File: config.mk
export PLATFORM = sky130hd
export DESIGN_NAME = mips_multicycle_ctrl
export DESIGN_NICKNAME = d
export VERILOG_FILES = /design/src/rtl/mips_ctrl_pkg.sv /design/src/rtl/ctrl_wait_counter.sv /design/src/rtl/mips_multicycle_ctrl.sv
export SDC_FILE = /design/constraint.sdc
export NUM_CORES = 1
export LEC_CHECK = 0
export CAP_MARGIN = 5
export CORE_ASPECT_RATIO = 0.9
export CORE_MARGIN = 4
export CORE_UTILIZATION = 46
export CTS_CLUSTER_DIAMETER = 150
export CTS_CLUSTER_SIZE = 20
export DETAILED_ROUTE_END_ITERATION = 8
export PLACE_DENSITY = 0.93
export SLEW_MARGIN = 20
export SYNTH_ARGS = -nofsm -noshare
export SYNTH_HDL_FRONTEND = slang
export SYNTH_SLANG_ARGS = --single-unit
File: constraint.sdc
create_clock -name clk -period 6.4 [get_ports clk]
set_input_delay 1.6 -clock clk [delete_from_list [all_inputs] [get_ports clk]]
set_output_delay 1.6 -clock clk [all_outputs]
set_load 0.05 [all_outputs]
File: src/rtl/mips_ctrl_pkg.sv
// Shared encodings for the multicycle MIPS control unit: FSM states,
// datapath mux select codes, and the opcode/funct values it decodes.
package mips_ctrl_pkg;

  typedef enum logic [3:0] {
    S_FETCH     = 4'd0,
    S_DECODE    = 4'd1,
    S_EXEC_R    = 4'd2,
    S_WB_R      = 4'd3,
    S_EXEC_I    = 4'd4,
    S_WB_I      = 4'd5,
    S_MEM_ADDR  = 4'd6,
    S_MEM_READ  = 4'd7,
    S_MEM_WB    = 4'd8,
    S_MEM_WRITE = 4'd9,
    S_BRANCH    = 4'd10,
    S_JUMP      = 4'd11,
    S_ILLEGAL   = 4'd12
  } state_t;

  localparam logic [1:0] SRCA_PC    = 2'b00;
  localparam logic [1:0] SRCA_REG   = 2'b01;
  localparam logic [1:0] SRCA_SHAMT = 2'b10;

  localparam logic [2:0] SRCB_REG     = 3'b000;
  localparam logic [2:0] SRCB_FOUR    = 3'b001;
  localparam logic [2:0] SRCB_IMM     = 3'b010;
  localparam logic [2:0] SRCB_IMM_SH2 = 3'b011;
  localparam logic [2:0] SRCB_SHAMT   = 3'b100;

  localparam logic [1:0] ALUOP_ADD    = 2'b00;
  localparam logic [1:0] ALUOP_SUB    = 2'b01;
  localparam logic [1:0] ALUOP_FUNCT  = 2'b10;
  localparam logic [1:0] ALUOP_OPCODE = 2'b11;

  localparam logic [1:0] PCSRC_ALU    = 2'b00;
  localparam logic [1:0] PCSRC_ALUOUT = 2'b01;
  localparam logic [1:0] PCSRC_JUMP   = 2'b10;

  localparam logic [5:0] OP_RTYPE = 6'h00;
  localparam logic [5:0] OP_J     = 6'h02;
  localparam logic [5:0] OP_BEQ   = 6'h04;
  localparam logic [5:0] OP_BNE   = 6'h05;
  localparam logic [5:0] OP_ADDI  = 6'h08;
  localparam logic [5:0] OP_SLTI  = 6'h0A;
  localparam logic [5:0] OP_ANDI  = 6'h0C;
  localparam logic [5:0] OP_ORI   = 6'h0D;
  localparam logic [5:0] OP_XORI  = 6'h0E;
  localparam logic [5:0] OP_LW    = 6'h23;
  localparam logic [5:0] OP_SW    = 6'h2B;

  localparam logic [5:0] FN_SLL = 6'h00;
  localparam logic [5:0] FN_SRL = 6'h02;
  localparam logic [5:0] FN_SRA = 6'h03;

  // Constant-shift R-types take the shift amount from the instruction, not from rs.
  function automatic logic is_shamt_shift(input logic [5:0] funct);
    return (funct == FN_SLL) || (funct == FN_SRL) || (funct == FN_SRA);
  endfunction

endpackage

File: src/rtl/ctrl_wait_counter.sv
// Counts cycles spent in a memory-access state; done marks the final
// cycle of a MEM_WAIT+1 cycle hold.
module ctrl_wait_counter #(
  parameter int WAIT_W   = 4,
  parameter int MEM_WAIT = 0
) (
  input  logic              clk,
  input  logic              rst,
  input  logic              clear,
  input  logic              enable,
  output logic [WAIT_W-1:0] count,
  output logic              done
);

  logic [WAIT_W-1:0] r_count;

  always_ff @(posedge clk or posedge rst) begin
    if (rst) begin
      r_count <= '0;
    end else if (clear) begin
      r_count <= '0;
    end else if (enable) begin
      r_count <= r_count + 1'b1;
    end
  end

  assign count = r_count;
  assign done  = (r_count == WAIT_W'(MEM_WAIT));

endmodule

File: src/rtl/mips_multicycle_ctrl.sv
// Multicycle MIPS control FSM: sequences fetch/decode/execute/memory/writeback
// and decodes the datapath selects and write enables from the current state.
module mips_multicycle_ctrl
  import mips_ctrl_pkg::*;
#(
  parameter int MEM_WAIT = 0,
  parameter int WAIT_W   = 4
) (
  input  logic       clk,
  input  logic       rst,
  input  logic [5:0] Op_code,
  input  logic [5:0] Funct,
  output logic       IorD,
  output logic       IRWrite,
  output logic       MemWrite,
  output logic       MemtoReg,
  output logic       RegDst,
  output logic       RegWrite,
  output logic [1:0] ALUSrcA,
  output logic [2:0] ALUSrcB,
  output logic [1:0] ALUOp,
  output logic [1:0] PCSource,
  output logic       PCWrite,
  output logic       PCWriteCond,
  output logic       BranchNe,
  output logic       halted
);

  state_t            r_state;
  state_t            w_next;
  logic              w_clear;
  logic              w_cnt_en;
  logic              w_done;
  logic [WAIT_W-1:0] w_count;

  assign w_cnt_en = (r_state == S_FETCH) || (r_state == S_MEM_READ) ||
                    (r_state == S_MEM_WRITE);
  assign w_clear  = (w_next != r_state);

  ctrl_wait_counter #(
    .WAIT_W   (WAIT_W),
    .MEM_WAIT (MEM_WAIT)
  ) u_wait (
    .clk    (clk),
    .rst    (rst),
    .clear  (w_clear),
    .enable (w_cnt_en),
    .count  (w_count),
    .done   (w_done)
  );

  always_ff @(posedge clk or posedge rst) begin
    if (rst) begin
      r_state <= S_FETCH;
    end else begin
      r_state <= w_next;
    end
  end

  always_comb begin
    w_next = S_FETCH;
    case (r_state)
      S_FETCH:     w_next = w_done ? S_DECODE : S_FETCH;
      S_DECODE: begin
        case (Op_code)
          OP_RTYPE:                                 w_next = S_EXEC_R;
          OP_ADDI, OP_SLTI, OP_ANDI, OP_ORI, OP_XORI: w_next = S_EXEC_I;
          OP_LW, OP_SW:                             w_next = S_MEM_ADDR;
          OP_BEQ, OP_BNE:                           w_next = S_BRANCH;
          OP_J:                                     w_next = S_JUMP;
          default:                                  w_next = S_ILLEGAL;
        endcase
      end
      S_EXEC_R:    w_next = S_WB_R;
      S_WB_R:      w_next = S_FETCH;
      S_EXEC_I:    w_next = S_WB_I;
      S_WB_I:      w_next = S_FETCH;
      S_MEM_ADDR:  w_next = (Op_code == OP_SW) ? S_MEM_WRITE : S_MEM_READ;
      S_MEM_READ:  w_next = w_done ? S_MEM_WB : S_MEM_READ;
      S_MEM_WB:    w_next = S_FETCH;
      S_MEM_WRITE: w_next = w_done ? S_FETCH : S_MEM_WRITE;
      S_BRANCH:    w_next = S_FETCH;
      S_JUMP:      w_next = S_FETCH;
      S_ILLEGAL:   w_next = S_ILLEGAL;
      default:     w_next = S_FETCH;
    endcase
  end

  always_comb begin
    IorD        = 1'b0;
    IRWrite     = 1'b0;
    MemWrite    = 1'b0;
    MemtoReg    = 1'b0;
    RegDst      = 1'b0;
    RegWrite    = 1'b0;
    ALUSrcA     = SRCA_PC;
    ALUSrcB     = SRCB_REG;
    ALUOp       = ALUOP_ADD;
    PCSource    = PCSRC_ALU;
    PCWrite     = 1'b0;
    PCWriteCond = 1'b0;
    BranchNe    = 1'b0;
    halted      = 1'b0;
    case (r_state)
      S_FETCH: begin
        ALUSrcB = SRCB_FOUR;
        IRWrite = w_done;
        PCWrite = w_done;
      end
      S_DECODE:    ALUSrcB = SRCB_IMM_SH2;
      S_EXEC_R: begin
        ALUOp = ALUOP_FUNCT;
        if (is_shamt_shift(Funct)) begin
          ALUSrcA = SRCA_SHAMT;
          ALUSrcB = SRCB_SHAMT;
        end else begin
          ALUSrcA = SRCA_REG;
          ALUSrcB = SRCB_REG;
        end
      end
      S_WB_R: begin
        RegDst   = 1'b1;
        RegWrite = 1'b1;
      end
      S_EXEC_I: begin
        ALUSrcA = SRCA_REG;
        ALUSrcB = SRCB_IMM;
        ALUOp   = ALUOP_OPCODE;
      end
      S_WB_I:      RegWrite = 1'b1;
      S_MEM_ADDR: begin
        ALUSrcA = SRCA_REG;
        ALUSrcB = SRCB_IMM;
      end
      S_MEM_READ:  IorD = 1'b1;
      S_MEM_WB: begin
        MemtoReg = 1'b1;
        RegWrite = 1'b1;
      end
      S_MEM_WRITE: begin
        IorD     = 1'b1;
        MemWrite = 1'b1;
      end
      S_BRANCH: begin
        ALUSrcA     = SRCA_REG;
        ALUOp       = ALUOP_SUB;
        PCSource    = PCSRC_ALUOUT;
        PCWriteCond = 1'b1;
        BranchNe    = (Op_code == OP_BNE);
      end
      S_JUMP: begin
        PCSource = PCSRC_JUMP;
        PCWrite  = 1'b1;
      end
      S_ILLEGAL:   halted = 1'b1;
      default: ;
    endcase
    // Reset leaves the state at FETCH, whose final cycle would otherwise pulse IRWrite/PCWrite.
    if (rst) begin
      IRWrite     = 1'b0;
      PCWrite     = 1'b0;
      MemWrite    = 1'b0;
      RegWrite    = 1'b0;
      PCWriteCond = 1'b0;
      halted      = 1'b0;
    end
  end

  a_wait_in_range: assert property (@(posedge clk) disable iff (rst)
    w_count <= WAIT_W'(MEM_WAIT));

endmodule

-- Yosys cells after proc, flatten, opt, wreduce, memory -nomap -nowiden
Index checks and enable logic that the tools add are counted.
- reductions and logical operators: 16
- multiplexer cells: 30
- $add $sub $neg: 1
- equality and inequality tests: 25
- operator list (kind ; number):
    4-bit one-hot mux with 8 select lines ; 1
    6-bit by 4-bit == test with 1-bit output, second input constant ; 5
    4-bit == test, second input constant ; 5
    4-bit two-way mux ; 5
    4-bit one-hot mux with 5 select lines ; 1
    6-bit by 2-bit == test with 1-bit output, second input constant ; 3
    4-bit by 3-bit == test with 1-bit output, second input constant ; 4
    1-bit two-way mux ; 16
    6-bit by 3-bit == test with 1-bit output, second input constant ; 2
    6-bit == test, second input constant ; 2
    6-bit logical NOT ; 2
    3-bit one-hot mux with 4 select lines ; 1
    4-bit by 2-bit == test with 1-bit output, second input constant ; 2
    4-bit logical NOT ; 2
    2-bit one-hot mux with 2 select lines ; 2
    2-bit OR reduction ; 4
    2-bit one-hot mux with 3 select lines ; 1
    3-bit OR reduction ; 2
    5-bit OR reduction ; 1
    4-bit by 1-bit adder with 4-bit output, second input constant ; 1
    4-bit by 1-bit == test with 1-bit output, second input constant ; 1
    1-bit logical OR ; 4
    4-bit inequality test ; 1
    3-bit two-way mux ; 1
    3 further kinds ; 3
- input port bits: 14
- output and inout bits: 19
- register bits: 8

-- Logic depth before layout (Yosys ltp)
Gate-level depths: netlist of run 1.
- word-level depth: 6
- mapped depth: 6
- mapped depth without buffers: 6

-- By module
A second synthesis of run 1 with hierarchy kept.
- cell total of the unflattened synthesis: 125
- area total of the unflattened synthesis: 893.4 sq um
- modules (own cells, without submodules) (module ; area an instance (sq um) ; seq. area each (sq um) ; cells an instance ; instances):
    mips_multicycle_ctrl ; 669.4 ; 100.1 ; 104 ; 1
    ctrl_wait_counter ; 224.0 ; 100.1 ; 21 ; 1

-- Worst setup path before layout of run 1
OpenSTA, ideal clock, no wires.
- kind: input to output
- start: input port Funct[3]
- end: output port ALUSrcB[2]
- stages: 4
- data required time: 4800 ps
- data arrival time: 3910 ps
- slack: 890 ps
- path buffers: 1
- cells stage by stage: nor4_1 > o21ai_0 > nor4_1 > buf_4
- word-level cells in the longest chain between the ends: 5
- RTL lines (what ; line ; RTL):
    from (decl) ; mips_multicycle_ctrl.sv:12 ; input logic [5:0] Funct,
    6-bit by 2-bit == test with 1-bit output / 6-bit logical NOT (equally long branches) ; mips_ctrl_pkg.sv:58 ; return (funct == FN_SLL) || (funct == FN_SRL) || (funct == FN_SRA);
    1-bit logical OR ; mips_ctrl_pkg.sv:58 ;
    1-bit logical OR * ; mips_ctrl_pkg.sv:58 ;
    3-bit two-way mux * ; mips_multicycle_ctrl.sv:113 ; if (is_shamt_shift(Funct)) begin
    3-bit one-hot mux with 4 select lines * ; mips_multicycle_ctrl.sv:104 ; case (r_state)
    to (decl) ; mips_multicycle_ctrl.sv:20 ; output logic [2:0] ALUSrcB,
Mark *: on every way between the ends. The rest lies on a longest branch, timed or not.

-- Final worst setup path of run 1
- start: input port Funct[3]
- end: output port ALUSrcA[1]
- word-level cells in the longest chain between the ends: 5
- RTL lines (what ; line ; RTL):
    6-bit by 2-bit == test with 1-bit output / 6-bit logical NOT (equally long branches) ; mips_ctrl_pkg.sv:58 ;
    1-bit logical OR ; mips_ctrl_pkg.sv:58 ;
    1-bit logical OR * ; mips_ctrl_pkg.sv:58 ;
    2-bit two-way mux * ; mips_multicycle_ctrl.sv:113 ;
    2-bit one-hot mux with 2 select lines * ; mips_multicycle_ctrl.sv:104 ;
    to (decl) ; mips_multicycle_ctrl.sv:19 ; output logic [1:0] ALUSrcA,
Marked as above.

==> out/results.ini, run 1 <==
[global_route]
grt_pass1_vias=916
antenna_found_initial=0
grt_max_degree=25
grt_pass1_wl_mm=4.04
grtUsageTotal_pct=20.9
grt_overflow=0

[clock_network]
cts.path.max_buffers=2
worstSkewPairLatency_ns=0.27
root_buffer=clkbuf_4
ctsHoldBuffers=0
cts_buffers=3
clk_pin_slew_ns=0.06
cts_tree=built
cts_num_sinks=8
cts_resized=0
h-tree-depth=1
post_cts_buffers=0

[critical_path]
max_stage_delay_ns=0.88
cp_num_buf_inv=2
worstRegToRegCells=6
rr_endpoint=u_wait.count[2]$_DFFE_PP0P_
cp_top_family=buffers and inverters
arrival_ns=3.53
r2r-start=u_wait.count[0]$_DFFE_PP0P_
crit_start=Funct[3]
path_class=primary input to output port
r2r_setup_slack_ns=4.18
crit_path_top_delay_cell=clkdlybuf4s50_1
cp-end-kind=output port
path_cells=clkdlybuf4s50_1 > nor4_1 > o21ai_0 > nor4_1 > clkdlybuf4s50_1
worstPathRequired_ns=4.80
critPathMaxFanout=2
start_kind=primary input

[floorplanning]
start_util_pct=50.0
ios=33
fp.dieW_microns=53.5
rows=14
die_h_microns=49.0
die_area_sq_um=2620
core_area_sq_um=1720

[sta]
clock.fmax_ghz=0.195
skew_ns=0.0115
finalHoldViolations=0
worst_slew_pin_slew_ns=0.799
finalCritPeriodShare_pct=80.2
slew_viol_final=0
fin_crit_ns=5.13
fin_tns_setup_ns=0
finalSetupViolCount=0
rsz0062_at_grt=no
max_slew_margin_pct=46.6

[route]
wl_per_cell_microns=14.5
vias=989
drc=0
wirelength_mm=2.41
route.antenna.remaining_nets=0
vias_per_cell=5.96
met2_wirelength_mm=1.23
wl_met3_microns=143
first_pass_iters=4
wirelength_met1_microns=984
drtIter0Drc=40
maxUsedRoutingLayer=met4

[cells_and_area]
n_antenna_cell=0
area_growth_pct=37.9
fin_nets=160
final_layout_size_suffix_gt1_share_pct=4.93

[synthesis]
synth-seq-cells=8
synth_cell_type_count=41
netlist_area_sq_um=858
yosys_warnings=0
syn_avg_cell_area_sq_um=7.40
syn-instance-count=116
ys_seq_area_share_pct=23.3
syn_nets=132

[worst_hold_path]
hold_path_startpoint=u_wait.count[3]$_DFFE_PP0P_
hold_path_depth=2
hold_end=u_wait.count[3]$_DFFE_PP0P_
hold_path.class=flip-flop to flip-flop

[place]
io_buffers=32
hpwl_mm=1.87
gp_routability_congestion=0.794

[pwr]
power_density_nw_per_um2=400
power.total_uw=473
leakagePower_uw=0.000423
max-vdd-ir-drop_mv=0.252

[job]
drv_cap=0

[status]
outcome=finished clean

[state kept, by name, indices dropped and copies added (netlist names)]
| name | flops |
|---|---|
| r_state | 4 |
| u_wait.count | 4 |
[synthesized netlist by cell type, drive strengths merged]
| cell type | count | area share (%) |
|---|---|---|
| a2111oi | 1 | 1.0 |
| a211oi | 2 | 1.7 |
| a21boi | 1 | 0.87 |
| a21oi | 7 | 4.1 |
| a221oi | 1 | 1.0 |
| a22oi | 1 | 0.87 |
| a31oi | 4 | 2.9 |
| and4 | 1 | 1.0 |
| and4b | 1 | 1.2 |
| buf | 5 | 3.8 |
| clkbuf | 4 | 1.7 |
| dfrtp | 8 | 23 |
| ha | 2 | 2.9 |
| inv | 9 | 3.9 |
| mux2 | 1 | 1.3 |
| mux2i | 2 | 2.3 |
| nand2 | 5 | 2.2 |
| nand2b | 6 | 4.4 |
| nand3 | 5 | 2.9 |
| nand4b | 1 | 1.0 |
| nand4bb | 1 | 1.3 |
| nor2 | 10 | 4.4 |
| nor2b | 2 | 1.5 |
| nor3 | 12 | 7.0 |
| nor3b | 3 | 2.6 |
| nor4 | 3 | 2.2 |
| o2111ai | 1 | 1.0 |
| o21a | 2 | 1.7 |
| o21ai | 3 | 1.7 |
| o21ba | 1 | 1.2 |
| o22a | 1 | 1.0 |
| o22ai | 1 | 0.73 |
| o32ai | 2 | 2.0 |
| or2 | 1 | 0.73 |
| or3b | 1 | 1.0 |
| or4 | 2 | 2.2 |
| xnor2 | 3 | 3.1 |
[cell type report]
type	instances	area [sq um]
Fill cell	158	533
Timing Repair Buffer	32	320
Multi-Input combinational cell	90	577
Sequential cell	8	200
Inverter	9	33.8
Tap cell	24	30.0
Clock buffer	3	22.5
[worst max-delay path by stage]
stage	end	cells past startpoint
2_1_floorplan	ALUSrcB[2]	4
3_3_place_gp	ALUSrcA[1]	5
3_5_place_dp	ALUSrcA[1]	5
4_1_cts	ALUSrcA[1]	5
5_1_grt	ALUSrcA[1]	5
6_report	ALUSrcA[1]	5
[cell usage in the layout, fill, tap and decap left out, types with 2 or more instances in the layout]
cell | Yosys | routed
a31oi_1 | 4 | 4
ha_1 | 2 | 2
inv_1 | 9 | 9
nand2b_1 | 6 | 6
o21a_1 | 2 | 2
nor2_1 | 10 | 10
dfrtp_1 | 8 | 8
clkdlybuf4s50_1 | 0 | 32
nor3_1 | 12 | 12
a21oi_1 | 7 | 7
o21ai_0 | 3 | 3
o32ai_1 | 2 | 2
a211oi_1 | 2 | 2
nand3_1 | 5 | 5
xnor2_1 | 3 | 3
nor4_1 | 3 | 3
clkbuf_4 | 0 | 3
nor3b_1 | 3 | 3
nor2b_1 | 2 | 2
mux2i_1 | 2 | 2
nand2_1 | 5 | 5
[per-layer routing]
metal	vias to the layer above	track usage [%]
met4	0	10.6
met2	35	34.3
met3	5	4.28
li1	481	-
met1	468	25.1
met5	-	0
[where the power goes]
group	leakage (uW)	internal, uW	total (uW)	switching [uW]
logic	0.000302	125	320	195
registers	0.000107	60.4	112	51.9
clock network	0.0000138	21.6	41.5	19.9
total	0.000423	207	473	266
[logic make-up (layout without fill, tap and decap cells)]
| family | after synthesis | count (layout) | share of synthesized area, % |
|---|---|---|---|
| AND/OR/NAND/NOR | 54 | 54 | 35.6 |
| AO/OA/AOI/OAI | 28 | 28 | 22.0 |
| buffers and inverters | 18 | 44 | 9.47 |
| flip-flops | 8 | 8 | 23.3 |
| XOR/XNOR | 3 | 3 | 3.06 |
| multiplexers | 3 | 3 | 3.64 |
| adder cells (fa/ha/maj) | 2 | 2 | 2.91 |
[worst reg2reg max path: cells and delay by family, from the launching register on]
family	cells	cell delay, ns
compound gates	2	0.65
fa+ha+maj	1	0.13
flops	1	0.42
simple gates	2	0.78
buf+inv	1	0.08
[through the flow]
| stage | cell area, sq um | setup WS [ns] | util (%) | cells | hold slack (ns) |
|---|---|---|---|---|---|
| 2_1_floorplan | 858 | 0.890 | - | 116 | 0.525 |
| 6_report | 1180 | 1.27 | 69.0 | 166 | 0.558 |
| 3_3_place_gp | 1160 | 1.32 | 67.6 | 163 | 0.544 |
| 4_1_cts | 1180 | 1.27 | 69.0 | 166 | 0.560 |
| 5_1_grt | 1180 | 1.09 | 69.0 | 166 | 0.588 |
| 3_5_place_dp | 1160 | 1.27 | 67.6 | 163 | 0.553 |
Power figures use the tool's default switching activity.
==> run 2, diff against run 1 <==
- CORE_UTILIZATION: 46 -> 39
- PLACE_DENSITY: 0.93 -> 0.85
- clock period: 6.4 -> 4.3 ns (I/O delays scaled with it)
==> out/results.ini, run 2 (synthesis gave the netlist of run 1 again) <==
[status]
outcome=finished clean  ; unchanged

[cells_and_area]
stdcell_area_sq_um=1190  ; was 1180 sq um
layout_common_cells=clkdlybuf4s50_1 (29), nor3_1 (12), nor2_1 (10)  ; was clkdlybuf4s50_1 (32), nor3_1 (12), nor2_1 (10)
n_antenna_cell=0  ; unchanged
multi_input_area_sq_um=583  ; was 577 sq um
layout_commonest_cell=clkdlybuf4s50_1  ; unchanged
regArea_sq_um=200  ; unchanged
final_layout_size_suffix_gt1_share_pct=8.39  ; was 4.93%
area_growth_pct=38.8  ; was 37.9%
fin_nets=161  ; was 160
stdcell_count=168  ; was 166
fill_cells=185  ; was 158

[global_route]
grtUsageTotal_pct=16.6  ; was 20.9%
antenna_found_initial=0  ; unchanged
grt_pass1_vias=914  ; was 916
grt_overflow=0  ; unchanged
grt_pass1_wl_mm=3.95  ; was 4.04 mm
grt_max_degree=25  ; unchanged

[sta]
clock.fmax_ghz=0.247
rsz0062_at_grt=no  ; unchanged
fin_crit_ns=4.05
finalCritPeriodShare_pct=94.1
hold_ws_ns=0.565  ; was 0.558 ns
finalSetupViolCount=0  ; unchanged
fin_tns_setup_ns=0  ; unchanged
finalHoldViolations=0  ; unchanged
slew_viol_final=0  ; unchanged
worst_slew_pin_slew_ns=0.742  ; was 0.799 ns
max_slew_margin_pct=50.3  ; was 46.6%
skew_ns=0.00261  ; was 0.0115 ns

[critical_path]
max_stage_delay_ns=0.70  ; was 0.88 ns
start_kind=primary input  ; unchanged
worstRegToRegCells=4  ; was 6
cp_num_buf_inv=2  ; unchanged
worstPathRequired_ns=3.22  ; was 4.80 ns
crit_path_top_delay_cell=clkdlybuf4s50_1  ; unchanged
path_class=primary input to output port  ; unchanged
arrival_ns=2.97  ; was 3.53 ns
cp_top_family=buffers and inverters  ; unchanged
path_depth=6  ; was 5
path_cells=clkdlybuf4s50_1 > nor4_1 > o21ai_0 > o21a_1 > o21a_1 > clkdlybuf4s50_1  ; was clkdlybuf4s50_1 > nor4_1 > o21ai_0 > nor4_1 > clkdlybuf4s50_1
critPathMaxFanout=2  ; unchanged
cp-end-kind=output port  ; unchanged

[worst_hold_path]
hold_path.class=flip-flop to flip-flop  ; unchanged
hold_path_depth=2  ; unchanged

[place]
dp_cells=165  ; was 163
io_buffers=32  ; unchanged
placed_cell_area_sq_um=1170  ; was 1160 sq um
gp_routability_congestion=0.807  ; was 0.794
hpwl_mm=1.81  ; was 1.87 mm

[clock_network]
clk_pin_slew_ns=0.05  ; was 0.06 ns
post_cts_buffers=0  ; unchanged
cts_num_sinks=8  ; unchanged
cts_buffers=3  ; unchanged
ctsHoldBuffers=0  ; unchanged
cts_resized=0  ; unchanged
h-tree-depth=1  ; unchanged
root_buffer=clkbuf_4  ; unchanged
cts_tree=built  ; unchanged
worstSkewPairLatency_ns=0.25  ; was 0.27 ns
cts.path.max_buffers=2  ; unchanged

[pwr]
p_switching_uw=394  ; was 266 uW
power_density_nw_per_um2=590  ; was 400 nW/um^2
swShare_pct=56.0  ; was 56.3%
leakagePower_uw=0.000433  ; was 0.000423 uW
intPower_uw=309  ; was 207 uW
max-vdd-ir-drop_mv=0.388  ; was 0.252 mV
p_clk_share_pct=8.2  ; was 8.8%
p_comb_share_pct=67.6  ; was 67.5%
power.total_uw=703  ; was 473 uW
power_frac_seq_pct=24.2  ; was 23.7%

[route]
first_pass_iters=4  ; unchanged
drc=0  ; unchanged
wirelength_mm=2.38  ; was 2.41 mm
route.antenna.remaining_nets=0  ; unchanged
drtIter0Drc=20  ; was 40
vias=987  ; was 989
wl_per_cell_microns=14.2  ; was 14.5 microns
vias_per_cell=5.88  ; was 5.96

[floorplanning]
fp.dieW_microns=57.5  ; was 53.5 microns
start_util_pct=42.7  ; was 50.0%
ios=33  ; unchanged
die_area_sq_um=3020  ; was 2620 sq um
die_h_microns=52.5  ; was 49.0 microns
core_area_sq_um=2010  ; was 1720 sq um
rows=15  ; was 14

[job]
drv_cap=0  ; unchanged

run 2: power by group through the flow:
stage | combinational [uW] | clock [uW] | sequential [uW]
global placement | 465 | 0 | 167
finish | 475 | 57.3 | 170
global route | 508 | 63.3 | 178
CTS | 476 | 58.2 | 166
detailed placement | 473 | 0 | 168
floorplan | 413 | 0 | 102
run 2: cell type report:
cell class,instances,area share (%)
tap,25,2.63
inverter,9,2.84
sequential,8,16.8
multi-input combinational,90,48.9
clock buffer,3,1.89
timing repair buffer,33,26.9
run 2: final timing paths:
check | end | start | slack (ns)
max in group asynchronous | r_state[1]$_DFF_PP0_ | rst | 2.82
hold reg to reg | u_wait.count[3]$_DFFE_PP0P_ | u_wait.count[3]$_DFFE_PP0P_ | 0.56
setup reg to reg | u_wait.count[3]$_DFFE_PP0P_ | r_state[2]$_DFF_PP0_ | 2.28
hold / removal | u_wait.count[3]$_DFFE_PP0P_ | u_wait.count[3]$_DFFE_PP0P_ | 0.56
min in group asynchronous | r_state[2]$_DFF_PP0_ | rst | 1.25
setup / recovery | ALUSrcA[0] | Funct[3] | 0.25
run 2: worst register-to-register path: cells and delay by family, from the launching register on:
kind | cells | cell delay (ns)
AND/OR/NAND/NOR | 2 | 0.46
AO/OA/AOI/OAI | 2 | 0.62
flip-flops | 1 | 0.79
run 2: stage by stage:
stage | setup WS, ns | utilization, %
finish | 0.254 | 59.3
global route | 0.157 | 59.3
CTS | 0.223 | 59.3
detailed placement | 0.234 | 58.2
global placement | 0.296 | 58.2
floorplan | 0.503 | -
run 2: layer usage:
metal	GRT usage, %	vias up	routed length [microns]	part of all wire, %
li1	-	486	-	-
met1	20.9	458	1110	46
met2	26.9	38	1060	45
met3	3.94	5	162	6.8
met4	7.34	0	47	2.0
met5	0	-	0	0
